==> src/rtl/instr_phase_sequencer.sv <==
// Multi-cycle instruction phase sequencer: steps fetch/fwait/decode/exec/mem/wb
// on a single clock and emits registered enable strobes for the datapath.
module instr_phase_sequencer #(
  parameter int unsigned MEM_LAT    = 1,
  parameter int unsigned MD_TIMEOUT = 64,
  parameter int unsigned CNT_W      = 32
) (
  input  logic             clock,
  input  logic             reset,
  input  logic             start,
  input  logic             halt_req,
  input  logic             is_mem,
  input  logic             is_store,
  input  logic             is_md,
  input  logic             md_ready,
  output logic             fetch_en,
  output logic             decode_en,
  output logic             exec_en,
  output logic             md_start,
  output logic             dmem_wren,
  output logic             wb_en,
  output logic             pc_en,
  output logic [2:0]       phase,
  output logic             running,
  output logic             md_timeout,
  output logic [CNT_W-1:0] instr_count
);

  localparam int unsigned WAIT_MAX = (MD_TIMEOUT > MEM_LAT) ? MD_TIMEOUT : MEM_LAT;
  localparam int unsigned CW       = $clog2(WAIT_MAX + 2);

  typedef enum logic [2:0] {
    S_IDLE   = 3'd0,
    S_FETCH  = 3'd1,
    S_FWAIT  = 3'd2,
    S_DECODE = 3'd3,
    S_EXEC   = 3'd4,
    S_MEM    = 3'd5,
    S_WB     = 3'd6,
    S_HALTED = 3'd7
  } state_t;

  state_t           r_state;
  state_t           w_state_nxt;
  logic [CW-1:0]    r_cnt;
  logic [CW-1:0]    w_cnt_nxt;
  logic             w_abort;

  logic             r_mem_flag;
  logic             r_store_flag;
  logic             r_md_flag;

  logic             r_fetch_en;
  logic             r_decode_en;
  logic             r_exec_en;
  logic             r_md_start;
  logic             r_dmem_wren;
  logic             r_wb_en;
  logic             r_pc_en;
  logic             r_running;
  logic             r_md_timeout;
  logic [CNT_W-1:0] r_instr_count;

  logic             w_fetch_nxt;
  logic             w_decode_nxt;
  logic             w_exec_nxt;
  logic             w_md_start_nxt;
  logic             w_wren_nxt;
  logic             w_wb_nxt;
  logic             w_pc_nxt;
  logic             w_running_nxt;
  logic             w_resume;

  // State register, phase counter and decoded-instruction flags.
  always_ff @(posedge clock or negedge reset) begin
    if (!reset) begin
      r_state      <= S_IDLE;
      r_cnt        <= '0;
      r_mem_flag   <= 1'b0;
      r_store_flag <= 1'b0;
      r_md_flag    <= 1'b0;
    end else begin
      r_state <= w_state_nxt;
      r_cnt   <= w_cnt_nxt;
      if (r_state == S_DECODE) begin
        r_mem_flag   <= is_mem;
        r_store_flag <= is_mem & is_store;
        r_md_flag    <= is_md;
      end
    end
  end

  // Next-state logic; the counter only runs in the multi-cycle phases.
  always_comb begin
    w_state_nxt = r_state;
    w_abort     = 1'b0;
    case (r_state)
      S_IDLE, S_HALTED: begin
        if (start) w_state_nxt = S_FETCH;
      end
      S_FETCH:  w_state_nxt = (MEM_LAT == 0) ? S_DECODE : S_FWAIT;
      S_FWAIT: begin
        if (32'(r_cnt) + 32'd1 >= MEM_LAT) w_state_nxt = S_DECODE;
      end
      S_DECODE: w_state_nxt = S_EXEC;
      S_EXEC: begin
        if (!r_md_flag) begin
          w_state_nxt = r_mem_flag ? S_MEM : S_WB;
        end else if (r_cnt != '0) begin
          // md_ready is only honoured from the second EXEC cycle on
          if (md_ready) begin
            w_state_nxt = S_WB;
          end else if (32'(r_cnt) >= MD_TIMEOUT) begin
            w_state_nxt = S_WB;
            w_abort     = 1'b1;
          end
        end
      end
      S_MEM: begin
        if (32'(r_cnt) >= MEM_LAT) w_state_nxt = S_WB;
      end
      S_WB:     w_state_nxt = halt_req ? S_HALTED : S_FETCH;
      default:  w_state_nxt = S_IDLE;
    endcase

    w_cnt_nxt = '0;
    if ((w_state_nxt == r_state) &&
        (r_state inside {S_FWAIT, S_EXEC, S_MEM})) begin
      w_cnt_nxt = r_cnt + CW'(1);
    end
  end

  // Output lookahead: strobes are computed from the next state so they register in phase.
  always_comb begin
    w_resume       = (r_state inside {S_IDLE, S_HALTED}) && start;
    w_fetch_nxt    = (w_state_nxt == S_FETCH);
    w_decode_nxt   = (w_state_nxt == S_DECODE);
    w_exec_nxt     = (r_state == S_DECODE);
    w_md_start_nxt = (r_state == S_DECODE) && is_md;
    w_wren_nxt     = (r_state == S_EXEC) && (w_state_nxt == S_MEM) && r_store_flag;
    w_pc_nxt       = (w_state_nxt == S_WB);
    w_wb_nxt       = (w_state_nxt == S_WB) && !r_store_flag && !w_abort;
    w_running_nxt  = !(w_state_nxt inside {S_IDLE, S_HALTED});
  end

  // Registered outputs, retire counter and sticky abort flag.
  always_ff @(posedge clock or negedge reset) begin
    if (!reset) begin
      r_fetch_en    <= 1'b0;
      r_decode_en   <= 1'b0;
      r_exec_en     <= 1'b0;
      r_md_start    <= 1'b0;
      r_dmem_wren   <= 1'b0;
      r_wb_en       <= 1'b0;
      r_pc_en       <= 1'b0;
      r_running     <= 1'b0;
      r_md_timeout  <= 1'b0;
      r_instr_count <= '0;
    end else begin
      r_fetch_en  <= w_fetch_nxt;
      r_decode_en <= w_decode_nxt;
      r_exec_en   <= w_exec_nxt;
      r_md_start  <= w_md_start_nxt;
      r_dmem_wren <= w_wren_nxt;
      r_wb_en     <= w_wb_nxt;
      r_pc_en     <= w_pc_nxt;
      r_running   <= w_running_nxt;
      if (w_abort) begin
        r_md_timeout <= 1'b1;
      end else if (w_resume) begin
        r_md_timeout <= 1'b0;
      end
      if (r_state == S_WB) begin
        r_instr_count <= r_instr_count + CNT_W'(1);
      end
    end
  end

  assign fetch_en    = r_fetch_en;
  assign decode_en   = r_decode_en;
  assign exec_en     = r_exec_en;
  assign md_start    = r_md_start;
  assign dmem_wren   = r_dmem_wren;
  assign wb_en       = r_wb_en;
  assign pc_en       = r_pc_en;
  assign phase       = r_state;
  assign running     = r_running;
  assign md_timeout  = r_md_timeout;
  assign instr_count = r_instr_count;

endmodule
==> config.mk <==
export PLATFORM = sky130hd
export DESIGN_NAME = instr_phase_sequencer
export DESIGN_NICKNAME = d
export VERILOG_FILES = /design/src/rtl/instr_phase_sequencer.sv
export SDC_FILE = /design/constraint.sdc
export NUM_CORES = 1
export LEC_CHECK = 0
export CAP_MARGIN = 40
export CORE_MARGIN = 1.5
export CORE_UTILIZATION = 51
export DETAILED_ROUTE_END_ITERATION = 12
export HOLD_SLACK_MARGIN = 0.02
export PLACE_DENSITY = 0.79
export SYNTH_ARGS = -nofsm -noshare
export SYNTH_HDL_FRONTEND = slang
export SYNTH_SLANG_ARGS = --single-unit
==> constraint.sdc <==
create_clock -name clock -period 2.3 [get_ports clock]
set_input_delay 0.46 -clock clock [delete_from_list [all_inputs] [get_ports clock]]
set_output_delay 0.46 -clock clock [all_outputs]
set_load 0.02 [all_outputs]
==> out/metrics.yaml <==
tns_ns: 0
antenna_found_initial: 0
detail_route.vias_per_cell: 5.46
globalplace.congestion: 0.825
post-cts-setup-buffers: 0
report.final.setup_viol: 0
area_occupied_by_registers_um2: 1350
fin_crit_sh_pct: 92.9
critPathKind: "reg -> out"
globalRouteOverflowTotal: 0
post_cts.resized_instances: 0
share_of_the_yosys_chip_area_belonging_to_registers_pct: 52.0
drt-total-wl_mm: 5.04
asyncSetResetFlopFracSynth_pct: 100
via_count_of_the_first_global_routing_pass: 1881
largest_cells_by_area_after_synthesis: "dfrtp_1 52%, xnor2_1 9.1%, xor2_1 3.4%"
drive_gt1_share_pct: 8.75
finish.cell_count_without_fillers: 364
worstMarginPinSlew_ns: 0.600
grt_pass1_wl_mm: 8.25
clock_skew_ns: 0.0108
timing.slew.headroom_pct: 59.4
ctsRootBufferMaster: "clkbuf_8"
tritoncts.num_buffers: 5
synth_xor_xnor_area_share_pct: 12.5
synth_cell_types: 48
total_power_of_the_final_layout_uw: 3000
detailedPlacementHpwl_mm: 3.81
cap_viol_max_count: 0
post-route-drc-count: 0
design.core.area_um2: 4820
dieArea_um2: 5530
synthDominantAreaCellType: "dfrtp_1"
multiInputGateArea_um2: 1180
clkTransAtPathRegs_ns: 0.09
h_tree_levels: 2
net-switching-power_uw: 1060
finalNetCount: 310
setup_repair_after_global_routing_missed_its_margin: "false"
critPathRequiredTime_ns: 1.84
critPathCaptureType: "output port"
grt_util_all_layers_pct: 19.5
buffer_ports.inserted: 51
hp-class: "in -> async"
postSynthCellCount: 236
die_height_um: 74.4
synth_area_per_cell_um2: 11.0
place.detailed.instances: 356
cts.path.max_buffers: 2
std_cell_rows: 25
tritoncts: "built"
filler_cell_count: 386
drt_first_pass_iters: 6
swShare_pct: 35.3
timing.critical_path.from_type: "flip-flop"
final_count_of_pins_violating_max_slew: 0
largest_family_of_logic_cells_by_synthesized_area: "simple AND/OR/NAND/NOR gates"
power.share.combinational_pct: 38.0
cts.sink_count: 54
io-pin-count: 52
yosys.cell_count.top_type: "dfrtp_1"
finalHoldViolCount: 0
status: "finished, final reports clean"
syn_to_final_growth_pct: 28.3
place_worst_setup_slack_ns: 0.227
synth_simple_gate_area_share_pct: 23.1
power.internal_uw: 1940
n_antenna_cell: 0
antenna_left: 0
synth_common_cells: "54 x dfrtp_1, 27 x xnor2_1, 17 x nand2_1, 14 x nand3_1, 13 x nor2_1"
timing.critical_path.fanout_max: 12
clk_pwr_share_pct: 20.3
maximum_number_of_pins_on_one_net_before_global_route_repair: 30
number_of_flops_mapped_to_enable_cells_by_yosys: 0
yosysTopAreaCellShare_pct: 52.0
ir_drop_mv: 0.594
fmax_mhz: 468
floorplan.die.width_um: 74.4
synthMuxAreaShare_pct: 0.867
postLayoutSetupSlackWorst_ns: 0.163
final_critical_path_time_including_i_o_delays_and_setup_ns: 2.14
synth_nets: 250
drt-wirelength-per-cell_um: 13.9
yosys.area_share.adder_pct: 2.89
drtIter0Drc: 80
start_util_pct: 53.9
power_frac_seq_pct: 41.7
worstSkewPairLatency_ns: 0.30
synth_top_flop_cell: "dfrtp_1"
synthesis.area_um2: 2600
synth_compound_area_share_pct: 6.22
vias: 1989
cp_data_arrival_time_ns: 1.68
postCtsHoldBufs: 0
p_leak_uw: 0.00149
pwr_density_cell_nw_per_um2: 901
yosysWarnings: 0
synth_seq_cells: 54
[power by group through the flow]
stage               logic [µW]  clock network (µW)  registers, µW
detailed placement        1130                   0           1270
global route              1250                 661           1280
global placement          1130                   0           1270
CTS                       1140                 626           1250
finish                    1140                 611           1250
floorplan                  605                   0           1330
[placed cells by master, fill, tap and decap left out, drive strengths merged, types with 7 or more instances in the layout]
cell / Yosys / final
nand2: 17 / 17
and3: 10 / 10
nor2: 14 / 14
xnor2: 27 / 27
clkbuf: 1 / 7
nand4: 7 / 7
clkdlybuf4s50: 0 / 50
xor2: 10 / 10
nand3: 14 / 14
buf: 6 / 10
dfrtp: 54 / 54
nor3: 11 / 11
[state kept, by name (all words and copies together) (netlist names)]
name          count
r_store_flag      1
decode_en         1
dmem_wren         1
r_mem_flag        1
r_md_flag         1
wb_en             1
pc_en             1
instr_count      32
md_start          1
r_cnt             7
running           1
exec_en           1
md_timeout        1
fetch_en          1
phase             3
[per-layer routing]
metal | part of all wire [%] | GRT usage, % | wire length (µm)
met4 | 0.65 | 5.45 | 33
met3 | 4.7 | 4.74 | 235
met5 | 0 | 0 | 0
met1 | 42 | 23.1 | 2140
met2 | 52 | 35.3 | 2630
[through the flow]
step           util [%]  hold WS (ns)  instance area (µm²)
3_5_place_dp       67.0         0.472                 3230
3_3_place_gp       67.0         0.460                 3230
6_report           69.2         0.143                 3330
5_1_grt            69.2         0.191                 3330
4_1_cts            69.2         0.173                 3330
2_1_floorplan         -         0.164                 2600
[cell families (layout without fill, tap and decap cells)]
family | after synthesis | after routing
AOI/OAI and AO/OA | 21 | 21
xor gates and xnor gates | 37 | 37
adders and majority gates | 6 | 6
buffers and inverters | 13 | 74
DFF | 54 | 54
muxes | 2 | 2
and+or+nand+nor | 103 | 103
[path summary, 6_finish.rpt]
kind / from / to / slack, ns / depth (start not counted)
setup / recovery: phase[0]$_DFF_PN0_ / phase[0] / 0.16 / 2
hold / removal: reset / instr_count[11]$_DFFE_PN0N_ / 0.14 / 1
setup reg to reg: r_cnt[0]$_DFF_PN0_ / wb_en$_DFF_PN0_ / 0.22 / 5
hold reg to reg: instr_count[31]$_DFFE_PN0N_ / instr_count[31]$_DFFE_PN0N_ / 0.48 / 1
max in group asynchronous: reset / wb_en$_DFF_PN0_ / 1.59 / 2
min in group clock: instr_count[31]$_DFFE_PN0N_ / instr_count[31]$_DFFE_PN0N_ / 0.48 / 1
[critical path: stages (launching register included)]
cell	delay [ns]
dfrtp_1	0.55
buf_4	0.22
clkdlybuf4s50_1	0.61
[cell type report]
class | instances | area share, %
clock buffer | 7 | 2.29
inverter | 6 | 0.676
timing repair buffer | 60 | 17.6
tap | 67 | 2.52
sequential | 54 | 40.6
multi-input combinational | 169 | 35.5
clock inverter | 1 | 0.901
Power figures use the tool's default switching activity.
